**src/rtl/mux_nx1_pipe_if.sv**
```systemverilog
// Valid/ready bus for mux_nx1_pipe: select-side inputs and registered output beat.
// The master drives In/Sel/InValid/OutReady and the slave (the mux) drives the rest.
interface mux_nx1_pipe_if #(
  parameter int WIDTH  = 8,
  parameter int NUM_IN = 4
);
  localparam int SEL_W = (NUM_IN > 1) ? $clog2(NUM_IN) : 1;

  logic [NUM_IN*WIDTH-1:0] In;
  logic [SEL_W-1:0]        Sel;
  logic                    InValid;
  logic                    InReady;
  logic [WIDTH-1:0]        Y;
  logic                    SelErr;
  logic                    OutValid;
  logic                    OutReady;

  modport master (
    output In, Sel, InValid, OutReady,
    input  InReady, Y, SelErr, OutValid
  );

  modport slave (
    input  In, Sel, InValid, OutReady,
    output InReady, Y, SelErr, OutValid
  );
endinterface

```
**src/rtl/mux_nx1_pipe.sv**
```systemverilog
// Registered N:1 mux with valid/ready on both sides and a 2-entry skid buffer.
//  state | meaning
//  EMPTY | no beat held, output idle
//  ONE   | main register holds the output beat
//  FULL  | main holds the output beat, skid holds the next one; input stalled
module mux_nx1_pipe #(
  parameter int WIDTH  = 8,
  parameter int NUM_IN = 4
) (
  input  logic          Clk,
  input  logic          Reset_n,
  mux_nx1_pipe_if.slave bus
);
  localparam int SEL_W = (NUM_IN > 1) ? $clog2(NUM_IN) : 1;

  typedef enum logic [1:0] {EMPTY = 2'd0, ONE = 2'd1, FULL = 2'd2} state_t;

  state_t           state, state_nxt;
  logic [WIDTH-1:0] main_data, skid_data, cap_data;
  logic             main_err, skid_err, cap_err;
  logic             in_ready, out_valid, accept, drain;
  logic             load_main, load_skid, main_from_skid;

  // Ready/valid come only from the state register: no OutReady->InReady path.
  assign in_ready  = (state != FULL);
  assign out_valid = (state != EMPTY);
  assign accept    = bus.InValid & in_ready;
  assign drain     = out_valid & bus.OutReady;

  assign bus.InReady  = in_ready;
  assign bus.OutValid = out_valid;
  assign bus.Y        = main_data;
  assign bus.SelErr   = main_err;

  always_comb begin
    cap_data = '0;
    cap_err  = 1'b1;
    for (int k = 0; k < NUM_IN; k++) begin
      if (bus.Sel == SEL_W'(k)) begin
        cap_data = bus.In[k*WIDTH +: WIDTH];
        cap_err  = 1'b0;
      end
    end
  end

  always_comb begin
    state_nxt      = state;
    load_main      = 1'b0;
    load_skid      = 1'b0;
    main_from_skid = 1'b0;
    unique case (state)
      EMPTY: begin
        if (accept) begin
          state_nxt = ONE;
          load_main = 1'b1;
        end
      end
      ONE: begin
        if (accept && !drain) begin
          state_nxt = FULL;
          load_skid = 1'b1;
        end else if (accept && drain) begin
          load_main = 1'b1;
        end else if (drain) begin
          state_nxt = EMPTY;
        end
      end
      FULL: begin
        if (drain) begin
          state_nxt      = ONE;
          main_from_skid = 1'b1;
        end
      end
      default: state_nxt = EMPTY;
    endcase
  end

  always_ff @(posedge Clk or negedge Reset_n) begin
    if (!Reset_n) begin
      state     <= EMPTY;
      main_data <= '0;
      main_err  <= 1'b0;
      skid_data <= '0;
      skid_err  <= 1'b0;
    end else begin
      state <= state_nxt;
      if (load_main) begin
        main_data <= cap_data;
        main_err  <= cap_err;
      end else if (main_from_skid) begin
        main_data <= skid_data;
        main_err  <= skid_err;
      end
      if (load_skid) begin
        skid_data <= cap_data;
        skid_err  <= cap_err;
      end
    end
  end
endmodule

```
**src/flat_wrapper.sv**
```systemverilog
// flat-port wrapper written by rule: the top's interface ports become plain ports
module mux_nx1_pipe_flat 
#(
  parameter int WIDTH  = 8,
  parameter int NUM_IN = 4
)
  (Clk, Reset_n, bus_In, bus_Sel, bus_InValid, bus_OutReady, bus_InReady, bus_Y, bus_SelErr, bus_OutValid);
  mux_nx1_pipe_if #(.WIDTH(WIDTH), .NUM_IN(NUM_IN)) bus_i ();
  input  logic Clk;
  input  logic Reset_n;
  input wire logic [$bits(bus_i.In)-1:0] bus_In;
  input wire logic [$bits(bus_i.Sel)-1:0] bus_Sel;
  input wire logic [$bits(bus_i.InValid)-1:0] bus_InValid;
  input wire logic [$bits(bus_i.OutReady)-1:0] bus_OutReady;
  output wire logic [$bits(bus_i.InReady)-1:0] bus_InReady;
  output wire logic [$bits(bus_i.Y)-1:0] bus_Y;
  output wire logic [$bits(bus_i.SelErr)-1:0] bus_SelErr;
  output wire logic [$bits(bus_i.OutValid)-1:0] bus_OutValid;
  assign bus_i.In = bus_In;
  assign bus_i.Sel = bus_Sel;
  assign bus_i.InValid = bus_InValid;
  assign bus_i.OutReady = bus_OutReady;
  assign bus_InReady = bus_i.InReady;
  assign bus_Y = bus_i.Y;
  assign bus_SelErr = bus_i.SelErr;
  assign bus_OutValid = bus_i.OutValid;
  mux_nx1_pipe #(.WIDTH(WIDTH), .NUM_IN(NUM_IN)) u_core (.Clk(Clk), .Reset_n(Reset_n), .bus(bus_i));
endmodule
```
**config.mk**
```make
export PLATFORM = sky130hd
export DESIGN_NAME = mux_nx1_pipe_flat
export DESIGN_NICKNAME = d
export VERILOG_FILES = /design/src/rtl/mux_nx1_pipe_if.sv /design/src/rtl/mux_nx1_pipe.sv /design/src/flat_wrapper.sv
export SDC_FILE = /design/constraint.sdc
export NUM_CORES = 1
export LEC_CHECK = 0
export BUFFER_PORTS_ARGS = -buffer_cell sky130_fd_sc_hd__buf_2
export CAP_MARGIN = 40
export CORE_ASPECT_RATIO = 0.5
export CORE_MARGIN = 5
export CORE_UTILIZATION = 30
export CTS_CLUSTER_SIZE = 30
export DETAILED_ROUTE_END_ITERATION = 10
export PLACE_DENSITY_LB_ADDON = 0.05
export SLEW_MARGIN = 20
export SYNTH_ARGS = -nofsm -noshare
export SYNTH_HDL_FRONTEND = slang
export SYNTH_SLANG_ARGS = --single-unit
```
**constraint.sdc**
```tcl
create_clock -name Clk -period 1.3 [get_ports Clk]
set_input_delay 0.26 -clock Clk [delete_from_list [all_inputs] [get_ports Clk]]
set_output_delay 0.26 -clock Clk [all_outputs]
set_load 0.05 [all_outputs]
```
# ---- Word level (Yosys, flattened, before mapping)
# Cells that the tools add are included.
dict set report totals {
  reg_bits 20
  input_bits 38
  output_inout_bits 11
  wordCells 51
}
dict set report op_classes {
  eq_ne 10
  mux 26
  bitwise 2
  n_reduce_logical 8
}
# operator count
set ops {}
lappend ops {{8-bit two-way mux} 6}
lappend ops {{1-bit two-way mux} 13}
lappend ops {{2-bit two-way mux} 5}
lappend ops {{2-bit == test, second input constant} 3}
lappend ops {{2-bit one-hot mux with 3 select lines} 1}
lappend ops {{2-bit by 1-bit == test with 1-bit output, second input constant} 2}
lappend ops {{2-bit logical NOT} 2}
lappend ops {{2-bit by 1-bit inequality test with 1-bit output, second input constant} 2}
lappend ops {{4-bit AND reduction} 1}
lappend ops {{2-bit nonzero test} 2}
lappend ops {{3-bit by 1-bit inequality test with 1-bit output, second input constant} 1}
lappend ops {{3-bit by 2-bit inequality test with 1-bit output, second input constant} 1}
lappend ops {{1-bit AND} 2}
lappend ops {{1-bit logical AND} 2}
lappend ops {{2-bit inequality test, second input constant} 1}
lappend ops {{1-bit one-hot mux with 2 select lines} 1}
lappend ops {{1-bit logical NOT} 1}

# ---- Depth between registers and ports, before layout
# Gate-level depths: netlist of the first run.
dict set report logic_depth {
  word_depth 7
  depth_mapped 4
  mapped_depth_nobuf 3
}

# ---- Worst setup path after synthesis of the first run
# No wires, ideal clock.
dict set report synth_timing {
  path_type {register to register}
  from {register u_core.state[0]}
  to {register u_core.main_data[6] (netlist: u_core.bus.Y[6])}
  setup_ps 126
  arrival_ps 1212
  t_required_ps 1174
  slack_ps -38
  stages_incl_launch_ff 5
  path_buffers 1
  period_less_slack_ps 1338
  cell_sequence {dfrtp_1 > nand3b_1 > buf_2 > a21boi_0 > a221o_1}
}
dict set report synth_via {
  elab_chain_len 7
  word_cells_on_any_way 18
  classes_between {3 x eq/ne; 7 x mux; 2 x bitwise; 6 x reduce/logical}
}
# item line_no
set synth_lines {}
lappend synth_lines {{start: declaration} mux_nx1_pipe.sv:18} ;# state_t state, state_nxt;
lappend synth_lines {{start signal: assignment} mux_nx1_pipe.sv:86} ;# state <= state_nxt;
lappend synth_lines {{2-bit inequality test / 2-bit nonzero test (equally long branches)} {mux_nx1_pipe.sv:25, mux_nx1_pipe.sv:26}}
lappend synth_lines {{1-bit AND (on tied branches)} {mux_nx1_pipe.sv:27, mux_nx1_pipe.sv:28}}
lappend synth_lines {{1-bit logical AND / 1-bit logical NOT (equally long branches)} {mux_nx1_pipe.sv:62, mux_nx1_pipe.sv:59}}
lappend synth_lines {{1-bit two-way mux / 1-bit logical AND (equally long branches)} {mux_nx1_pipe.sv:62, mux_nx1_pipe.sv:59}}
lappend synth_lines {{1-bit two-way mux} mux_nx1_pipe.sv:59} ;# if (accept && !drain) begin
lappend synth_lines {{1-bit one-hot mux with 2 select lines} mux_nx1_pipe.sv:51} ;# unique case (state)
lappend synth_lines {{8-bit two-way mux / 2-bit nonzero test (equally long branches)} n/a}
lappend synth_lines {{end signal: assignment} mux_nx1_pipe.sv:88} ;# main_data <= cap_data;
lappend synth_lines {{end signal: assignment} mux_nx1_pipe.sv:91} ;# main_data <= skid_data;
lappend synth_lines {{end: declaration} mux_nx1_pipe.sv:19} ;# logic [WIDTH-1:0] main_data, skid_data, cap_data;
# Several ways; a longest one is shown, not always the timed one.
# A chain may end at the register's enable or synchronous reset.

# ---- Final worst setup path of the first run
dict set report layout_timing {
  from {register u_core.state[0]}
  to {output port bus_OutValid}
}
dict set report layout_via {
  elab_chain_len 1
}
# item line_no
set layout_lines {}
lappend layout_lines {{2-bit nonzero test} mux_nx1_pipe.sv:26} ;# assign out_valid = (state != EMPTY);
lappend layout_lines {{end: declaration} flat_wrapper.sv:18} ;# output wire logic [$bits(bus_i.OutValid)-1:0] bus_OutValid;
# Every way passes these cells.

==> impl_metrics.py, run 1 <==
metrics = {
    "layout": {
        "post-route-util_pct": 47.7,
        "fin_cells": 201,
        "area_growth_pct": 53.2,
        "n_fill_cell": 313,
        "layout_commonest_cell": "buf_2",
        "diodes": 0,
        "drive_gt1_share_pct": 60.7,
        "mostFrequentLayoutCells": "buf_2 (46), dfrtp_1 (20), buf_4 (15)",
        "nets": 189,
    },
    "clocking": {
        "clk_path_buf_depth": 2,
        "ctsRootBufferMaster": "clkbuf_8",
        "clock_latency_ns": 0.26,
        "ctsHtreeMaxLevel": 1,
        "numCtsBuffers": 3,
        "clk_pin_slew_ns": 0.07,
        "clock_sinks": 20,
        "cts_tree": "yes",
    },
    "sta": {
        "relSlewSlack_pct": 69.8,
        "worstMarginPinSlew_ns": 0.453,
        "rsz0062_at_grt": "yes",
        "setup_ws_ns": -0.106,
        "setup_viol": 4,
        "clock_skew_ns": 0.00541,
        "finalCritPeriodShare_pct": 108,
        "slew_viol_final": 0,
        "period_minus_slack_ns": 1.41,
        "max_clock_freq_ghz": 0.711,
        "hold_viol": 0,
    },
    "power_and_ir_drop": {
        "p_leak_nw": 0.837,
        "max-vdd-ir-drop_mv": 0.377,
        "power_density_mw_per_mm2": 1580,
        "total_power_mw": 2.59,
    },
    "worst_setup_path": {
        "required_ns": 1.04,
        "crit_arrival_ns": 1.15,
        "crit_chain": "buf_6 > or2_4 > buf_8",
        "cpMaxStageDelayCell": "dfrtp_1",
        "worstPathMaxFanout": 3,
        "crit_type": "flip-flop to primary output",
        "crit_path_end_kind": "primary output",
        "worstSetupStartpointType": "flip-flop",
        "critPathLaunch": "u_core.state[0]",
        "path_buf_inv": 2,
        "timing.rr.start": "u_core.state[0]",
        "critical_path.top_delay_family": "flip-flops",
        "cpPeakStageDelay_ns": 0.40,
    },
    "route": {
        "drt-wirelength-per-cell_um": 14.4,
        "vias": 932,
        "drtAntennaViolNets": 0,
        "drt_iter0_drc": 35,
        "routed_wl_mm": 2.89,
        "drtPass1Iterations": 4,
        "via_per_inst": 4.64,
        "drc": 0,
    },
    "floorplanning": {
        "initial_core_util_pct": 31.1,
        "fp.dieW_um": 94.4,
        "rows": 15,
        "io_pins": 49,
        "core_mm2": 0.00343,
        "die_h_um": 52.2,
        "dieArea_mm2": 0.00493,
    },
    "global_route": {
        "grt_use_total_pct": 13.1,
        "grt_pass1_wl_mm": 4.83,
        "grt_overflow_total": 0,
        "grt_pass1_vias": 1043,
        "antenna_found_initial": 0,
        "grt_max_degree": 21,
    },
    "logic_synthesis": {
        "syn_inst": 84,
        "syn_avg_cell_area_um2": 12.7,
        "synth_area_leaders": "dfrtp_1 (47%), mux4_2 (17%), mux2i_1 (7.5%)",
        "synth_area_mm2": 0.00107,
        "synth_area_leader_cell": "dfrtp_1",
        "synth_warnings": 0,
        "synth_cell_type_count": 20,
        "synth_top_area_share_pct": 46.8,
        "synth_nets": 122,
        "synth_seq_cells": 20,
        "ys_seq_area_share_pct": 46.8,
    },
    "min_path": {
        "hp-class": "input pin to flip-flop",
        "hold_start": "bus_InValid",
    },
    "placement": {
        "dp.cells": 190,
        "port_buffers": 48,
        "gp_congestion": 0.792,
        "dp_hpwl_mm": 2.28,
    },
    "run_status": {
        "violations": "setup timing",
        "status": "finished, violations left",
    },
    "flow_run": {
        "cap_violations": 0,
    },
}
==> metrics by stage <==
step                TNS [ns]  hold WS [ns]  cell area [um2]  worst slack (ns)
finish                -0.295         0.330             1640            -0.106
global route          -0.825         0.328             1640            -0.155
CTS                   -0.262         0.327             1610            -0.105
detailed placement     -2.13         0.240             1430            -0.214
global placement       -2.15         0.247             1430            -0.210
floorplan           -0.00417       -0.0356             1080          -0.00209
==> cell families (layout without fill, tap and decap cells) <==
kind of cell | after synthesis | count (layout) | share of synthesized area (%)
muxes | 22 | 22 | 30.7
and+or+nand+nor | 21 | 21 | 11.0
DFF | 20 | 20 | 46.8
AOI/OAI and AO/OA | 14 | 14 | 7.96
buffers and inverters | 7 | 73 | 3.51
==> worst paths after layout <==
check | end | slack, ns | cells past startpoint
min in group asynchronous | u_core.skid_data[2] | 0.49 | 2
worst max register to register | u_core.bus.Y[6] | -0.08 | 4
max in group asynchronous | u_core.bus.Y[6] | 0.50 | 2
worst max-delay path | bus_OutValid | -0.11 | 3
worst min-delay path | u_core.state[1] | 0.33 | 3
worst min register to register | u_core.skid_data[4] | 0.51 | 1
==> registers in the layout, indices dropped and copies added, names as in the netlist <==
| name | count |
|---|---|
| u_core.skid_data | 8 |
| u_core.bus.SelErr | 1 |
| u_core.bus.Y | 8 |
| u_core.state | 2 |
| u_core.skid_err | 1 |
==> Yosys cell counts (all sizes together) <==
master,number
a21boi,1
a21oi,1
a221o,2
buf,4
clkbuf,1
dfrtp,20
inv,2
mux2,6
mux2i,8
mux4,8
nand2b,3
nand3,8
nand3b,1
nor2,5
nor2b,3
o21ai,8
o22ai,2
or2,1
==> layer usage <==
layer,up-vias,track usage (%),routed length (um)
met1,431,19.3,1490
met3,2,4.88,300
li1,449,-,-
met4,0,3.12,12
met5,-,0,0
met2,50,18.0,1090
==> timing repair <==
action / in CTS / in global routing
hold endpoints to repair: 20 / 0
gates resized for setup: 17 / 11
endpoints found under the setup margin: 10 / 18
setup buffers: 4 / 2
pin swaps: 3 / 0
hold buffers: 1 / 0
==> cell type report <==
type / instances / area (um2) / area share [%]
sequential: 20 / 500 / 30.6
timing repair buffer: 67 / 422 / 25.8
clock buffer: 4 / 55.1 / 3.36
inverter: 2 / 7.51 / 0.459
tap: 51 / 63.8 / 3.90
multi-input combinational: 57 / 588 / 35.9
==> power by group <==
part	switching, mW	total (mW)	internal, mW
Sequential	0.111	0.944	0.833
Clock	0.200	0.470	0.269
Combinational	0.651	1.18	0.528
Total	0.962	2.59	1.63
==> worst register-to-register path, delay by kind of cell (launching register included) <==
kind | cells | cell delay (ns)
buf+inv | 1 | 0.16
compound gates | 2 | 0.51
simple gates | 1 | 0.20
flops | 1 | 0.40
Power figures use the tool's default switching activity.
==> run 2, diff against run 1 <==
- SETUP_SLACK_MARGIN: not set -> 0.4
==> run 2 against run 1 <==
Net effect: the flow still finishes with violations (setup timing); fmax fell by 2.4%; sequential share of layout area fell by 2.9 points; via count rose by 3.6%; critical path type unchanged; die area did not move; register-to-register slack got worse by 0.06 ns; routed wire length rose by 8.2%; largest cell class unchanged; largest power group unchanged; count of clock-buffer cells in the layout fell by 1.
==> impl_metrics.py, run 2 (same netlist as run 1, synthesis figures left out) <==
metrics = {
    "route": {
        "vias": 966,
        "routed_wl_mm": 3.13,
        "drt-wirelength-per-cell_um": 15.1,
        "drtPass1Iterations": 4,
        "drtAntennaViolNets": 0,
        "via_per_inst": 4.67,
        "drt_iter0_drc": 45,
        "drc": 0,
    },
    "power_and_ir_drop": {
        "clockPowerShare_pct": 21.0,
        "power_frac_seq_pct": 33.0,
        "p_sw_mw": 1.03,
        "switching_share_pct": 34.7,
        "p_leak_nw": 0.900,
        "max-vdd-ir-drop_mv": 0.438,
        "comb_power_share_pct": 46.0,
        "power_density_mw_per_mm2": 1630,
        "internal_power_mw": 1.93,
    },
    "floorplanning": {
        "core_mm2": 0.00343,
        "initial_core_util_pct": 31.1,
        "fp.dieW_um": 94.4,
        "rows": 15,
        "dieArea_mm2": 0.00493,
        "die_h_um": 52.2,
        "io_pins": 49,
    },
    "placement": {
        "dp_hpwl_mm": 2.34,
        "post_dp_cell_area_mm2": 0.00148,
        "port_buffers": 48,
        "gp_congestion": 0.711,
    },
    "worst_setup_path": {
        "timing.rr.start": "u_core.state[0]",
        "crit_path_end_kind": "primary output",
        "worstPathMaxFanout": 3,
        "crit_type": "flip-flop to primary output",
        "crit_arrival_ns": 1.18,
        "critPathLaunch": "u_core.state[1]",
        "worstSetupStartpointType": "flip-flop",
        "required_ns": 1.04,
    },
    "layout": {
        "multi_input_area_um2": 609,
        "diodes": 0,
        "layout_commonest_cell": "buf_2",
        "regArea_um2": 500,
        "drive_gt1_share_pct": 64.7,
        "area_growth_pct": 69.4,
        "n_fill_cell": 297,
        "mostFrequentLayoutCells": "buf_2 (36), dfrtp_1 (20), buf_6 (19), buf_4 (12)",
        "post-route-util_pct": 52.7,
        "final_area_mm2": 0.00181,
        "nets": 195,
    },
    "sta": {
        "max_clock_freq_ghz": 0.694,
        "whs_ns": 0.393,
        "setup_tns_ns": -1.03,
        "setup_viol": 17,
        "slew_viol_final": 0,
        "clock_skew_ns": 0.00175,
        "hold_viol": 0,
        "rsz0062_at_grt": "yes",
        "finalCritPeriodShare_pct": 111,
        "relSlewSlack_pct": 79.3,
        "period_minus_slack_ns": 1.44,
        "worstMarginPinSlew_ns": 0.311,
        "setup_ws_ns": -0.141,
    },
    "global_route": {
        "grt_overflow_total": 0,
        "antenna_found_initial": 0,
        "grt_use_total_pct": 13.7,
        "grt_pass1_vias": 1070,
        "grt_pass1_wl_mm": 5.06,
        "grt_max_degree": 21,
    },
    "clocking": {
        "cts_tree": "yes",
        "clk_path_buf_depth": 2,
        "numCtsBuffers": 3,
        "ctsRootBufferMaster": "clkbuf_8",
        "clk_pin_slew_ns": 0.08,
        "clock_latency_ns": 0.26,
        "clock_sinks": 20,
        "ctsHtreeMaxLevel": 1,
    },
    "min_path": {
        "hold_start": "bus_OutReady",
        "hp-class": "input pin to flip-flop",
    },
    "run_status": {
        "status": "finished, violations left",
        "violations": "setup timing",
    },
    "flow_run": {
        "cap_violations": 0,
    },
}
[run 2: cell count changes in the layout (fill, tap and decap cells not counted), sizes merged]
cell           delta
buf               +4
clkdlybuf4s15     +1
bufinv            +1
[run 2: power by group through the flow]
stage	registers, mW	logic [mW]	clock network, mW
6_report	0.977	1.36	0.620
5_1_grt	1.00	1.45	0.659
4_1_cts	0.973	1.27	0.638
3_5_place_dp	0.966	1.05	0
3_3_place_gp	0.973	1.06	0
2_1_floorplan	1.22	0.458	0
[run 2: timing repair]
item / 4_1_cts / 5_1_grt
buffers inserted: 5 / 3
hold buffers: 1 / 0
setup endpoints to repair: 31 / 51
endpoints found under the hold margin: 20 / 0
pin swaps: 3 / 2
resized for setup: 40 / 15
gates cloned: 1 / 0
[run 2: worst paths after layout]
kind / depth (start not counted) / slack [ns] / to
max: 3 / -0.14 / bus_OutValid
min: 3 / 0.39 / u_core.state[1]
max reg2reg: 5 / -0.14 / u_core.bus.Y[6]
min reg2reg: 1 / 0.51 / u_core.skid_err
max in group asynchronous: 2 / 0.61 / u_core.bus.Y[1]
min in group asynchronous: 2 / 0.45 / u_core.state[1]
[run 2: area by class of cell]
cell class	count	share of cell area (%)
clock buffers	3	2.28
clock inverters	1	1.66
inverters	2	0.415
multi-input cells	57	33.7
flip-flops and latches	20	27.6
well taps	51	3.52
repair buffers	73	30.8
[run 2: stage by stage]
| stage | power (mW) | setup slack (ns) | instances |
|---|---|---|---|
| floorplan | 1.68 | 0.0189 | 84 |
| global placement | 2.03 | -0.192 | 193 |
| detailed placement | 2.02 | -0.226 | 193 |
| CTS | 2.88 | -0.126 | 204 |
| global route | 3.11 | -0.207 | 207 |
| finish | 2.96 | -0.141 | 207 |
[run 2: worst max-delay path: stages, from the launching register on]
cell and delay (ns):
dfrtp_1 0.40, buf_6 0.13, or2_4 0.24, buf_8 0.15
[run 2: metal layers]
layer	global-route usage (%)	part of all wire, %	vias up	wire, um
met5	0	0	-	0
met3	4.59	8.7	2	271
li1	-	-	466	-
met2	18.2	37	47	1160
met1	21.0	53	451	1670
met4	2.88	0.86	0	27
==> run 3, diff against run 2 <==
--- a/config.mk
+++ b/config.mk
@@ -7,2 +7,3 @@
 export LEC_CHECK = 0
+export ABC_AREA = 1
 export BUFFER_PORTS_ARGS = -buffer_cell sky130_fd_sc_hd__buf_2
==> constraint.sdc (replaced) <==
create_clock -name Clk -period 1.3 [get_ports Clk]
set_input_delay 0.065 -clock Clk [delete_from_list [all_inputs] [get_ports Clk]]
set_output_delay 0.065 -clock Clk [all_outputs]
set_load 0.05 [all_outputs]
==> run 3 against run 2 <==
Net effect: the run now ends clean; largest power group unchanged; register-to-register slack improved by 0.24 ns; combinational power fell by 20%; cell count rose by 32%; highest routed layer unchanged; design area fell by 1.7%; synthesized area rose by 5.2%.
==> impl_metrics.py, run 3 <==
metrics = {
    "floorplanning": {
        "core_mm2": 0.00353,
        "io_pins": 49,
        "rows": 15,
        "dieArea_mm2": 0.00514,
        "fp.dieW_um": 96.5,
        "die_h_um": 53.3,
        "initial_core_util_pct": 31.8,
    },
    "min_path": {
        "hold_path_depth": 2,
        "hp-class": "input pin to flip-flop",
    },
    "global_route": {
        "grt_pass1_wl_mm": 5.35,
        "grt_overflow_total": 0,
        "grt_use_total_pct": 13.7,
        "grt_pass1_vias": 1171,
        "grt_max_degree": 21,
        "antenna_found_initial": 0,
    },
    "sta": {
        "setup_tns_ns": 0,
        "finalCritPeriodShare_pct": 92.6,
        "max_clock_freq_ghz": 0.831,
        "clock_skew_ns": 0.00220,
        "worstMarginPinSlew_ns": 0.447,
        "setup_viol": 0,
        "slew_viol_final": 0,
        "hold_viol": 0,
        "rsz0062_at_grt": "yes",
        "period_minus_slack_ns": 1.20,
        "relSlewSlack_pct": 70.2,
    },
    "clocking": {
        "ctsRootBufferMaster": "clkbuf_8",
        "clock_sinks": 20,
        "numCtsBuffers": 3,
        "clk_path_buf_depth": 2,
        "cts_tree": "yes",
        "ctsHtreeMaxLevel": 1,
        "clock_latency_ns": 0.25,
        "clk_pin_slew_ns": 0.07,
    },
    "logic_synthesis": {
        "synth-main-ff-cell": "dfrtp_1",
        "syn_avg_cell_area_um2": 7.11,
        "synth_area_leaders": "dfrtp_1 (45%), nand2_1 (19%), nand3_1 (7.1%)",
        "synth-edff-count": 0,
        "synth_nets": 196,
        "ys_seq_area_share_pct": 44.5,
        "netlist_top_cells_count": "nand2_1 (57), dfrtp_1 (20), nand3_1 (16)",
        "synth_cell_type_count": 19,
        "synth_warnings": 0,
        "synth_area_mm2": 0.00112,
        "syn_inst": 158,
        "synth_area_leader_cell": "dfrtp_1",
        "synth_most_common_cell": "nand2_1",
        "synth_top_area_share_pct": 44.5,
        "synth_seq_cells": 20,
        "synthArstFlopShare_pct": 100,
    },
    "worst_setup_path": {
        "crit_path_end_kind": "flip-flop",
        "required_ns": 1.45,
        "worstPathMaxFanout": 6,
        "crit_arrival_ns": 1.35,
        "rr_worst_depth": 6,
        "worstSetupStartpointType": "flip-flop",
        "crit_type": "flip-flop to flip-flop",
    },
    "layout": {
        "area_growth_pct": 58.5,
        "drive_gt1_share_pct": 44.1,
        "nets": 261,
        "mostFrequentLayoutCells": "nand2_1 (47), buf_2 (37), dfrtp_1 (19), buf_6 (16), nand3_1 (13)",
        "diodes": 0,
        "layout_commonest_cell": "nand2_1",
    },
    "power_and_ir_drop": {
        "power_density_mw_per_mm2": 1390,
        "max-vdd-ir-drop_mv": 0.536,
        "total_power_mw": 2.47,
        "p_leak_nw": 0.903,
    },
    "run_status": {
        "status": "finished, final reports clean",
    },
    "route": {
        "drtAntennaViolNets": 0,
        "via_per_inst": 4.43,
        "vias": 1210,
        "routed_wl_mm": 3.39,
        "drc": 0,
        "drt-wirelength-per-cell_um": 12.4,
        "drtPass1Iterations": 4,
        "drt_iter0_drc": 38,
    },
    "flow_run": {
        "cap_violations": 0,
    },
    "placement": {
        "gp_congestion": 0.737,
        "port_buffers": 48,
        "dp_hpwl_mm": 2.48,
    },
}
run 3: changes by cell type after synthesis, sizes merged, moves of 3 or more:
cell    before  now
o211ai       0    4
nor2b        3    0
nor2         5   10
o21ai        8   19
mux2         6    0
mux2i        8    0
nand2        0   58
nand2b       3    0
mux4         8    0
nand3        8   17
inv          2   17
or2          1    5
run 3: worst max-delay path, stage by stage, from the launching register on:
cell     delay, ns
dfrtp_2       0.45
inv_4         0.09
nand4_1       0.14
buf_6         0.18
buf_6         0.13
nand2_1       0.07
o21ai_2       0.05
run 3: cell type report:
type                       count  area, um2
clock buffer                   4       55.1
fill                         382       1750
inverter                      17       71.3
multi-input combinational    118        638
sequential                    20        502
tap                           51       63.8
timing repair buffer          62        443
timing repair inverter         1       7.51
run 3: metrics by stage:
| stage | hold WS, ns | instances | setup slack [ns] | utilization, % | cell area [um2] |
|---|---|---|---|---|---|
| after floorplan | -0.231 | 158 | 0.210 | - | 1140 |
| after global placement | 0.0560 | 256 | 0.117 | 40.6 | 1430 |
| after detailed placement | 0.0420 | 256 | 0.117 | 40.6 | 1430 |
| after CTS | 0.0387 | 264 | 0.138 | 45.5 | 1610 |
| after global routing | 0.0472 | 273 | 0.0568 | 50.5 | 1780 |
| final | 0.0500 | 273 | 0.0966 | 50.5 | 1780 |
run 3: final timing paths:
| path | start | slack [ns] | endpoint |
|---|---|---|---|
| max | u_core.state[1] | 0.1 | u_core.skid_data[3] |
| min | bus_OutReady | 0.05 | u_core.state[1] |
| max reg2reg | u_core.state[1] | 0.1 | u_core.skid_data[3] |
| min reg2reg | u_core.skid_data[0] | 0.49 | u_core.skid_data[0] |
| max in group asynchronous | Reset_n | 0.68 | u_core.state[1] |
| min in group asynchronous | Reset_n | 0.28 | u_core.bus.Y[0] |
run 3: what timing repair did:
item / CTS / global route
pin swaps: 4 / 15
setup buffers: 1 / 7
resized for setup: 28 / 38
endpoints found under the setup margin: 30 / 31
gates cloned: 2 / 2
hold buffers: 1 / 0
endpoints found under the hold margin: 20 / 0
run 3: routing by layer:
metal  share of wire, %  GRT usage, %  up-vias
met5                  0             0        -
met4               0.80          2.79        0
met3                8.8          5.26        2
met2                 39          18.0       50
met1                 52          20.5      516
li1                   -             -      642
run 3: logic make-up (layout without fill, tap and decap cells):
family	Yosys count	in the layout	share of synthesized area [%]
DFF	20	20	44.5
buffers and inverters	21	84	8.02
and+or+nand+nor	91	92	34.7
AOI/OAI and AO/OA	26	26	12.7
run 3: power by group:
group          leakage [nW]  switching, mW  internal [mW]  total (mW)
clock                0.0288          0.196          0.269       0.465
sequential            0.246          0.123          0.790       0.913
combinational         0.628          0.658          0.432        1.09
total                 0.903          0.976           1.49        2.47
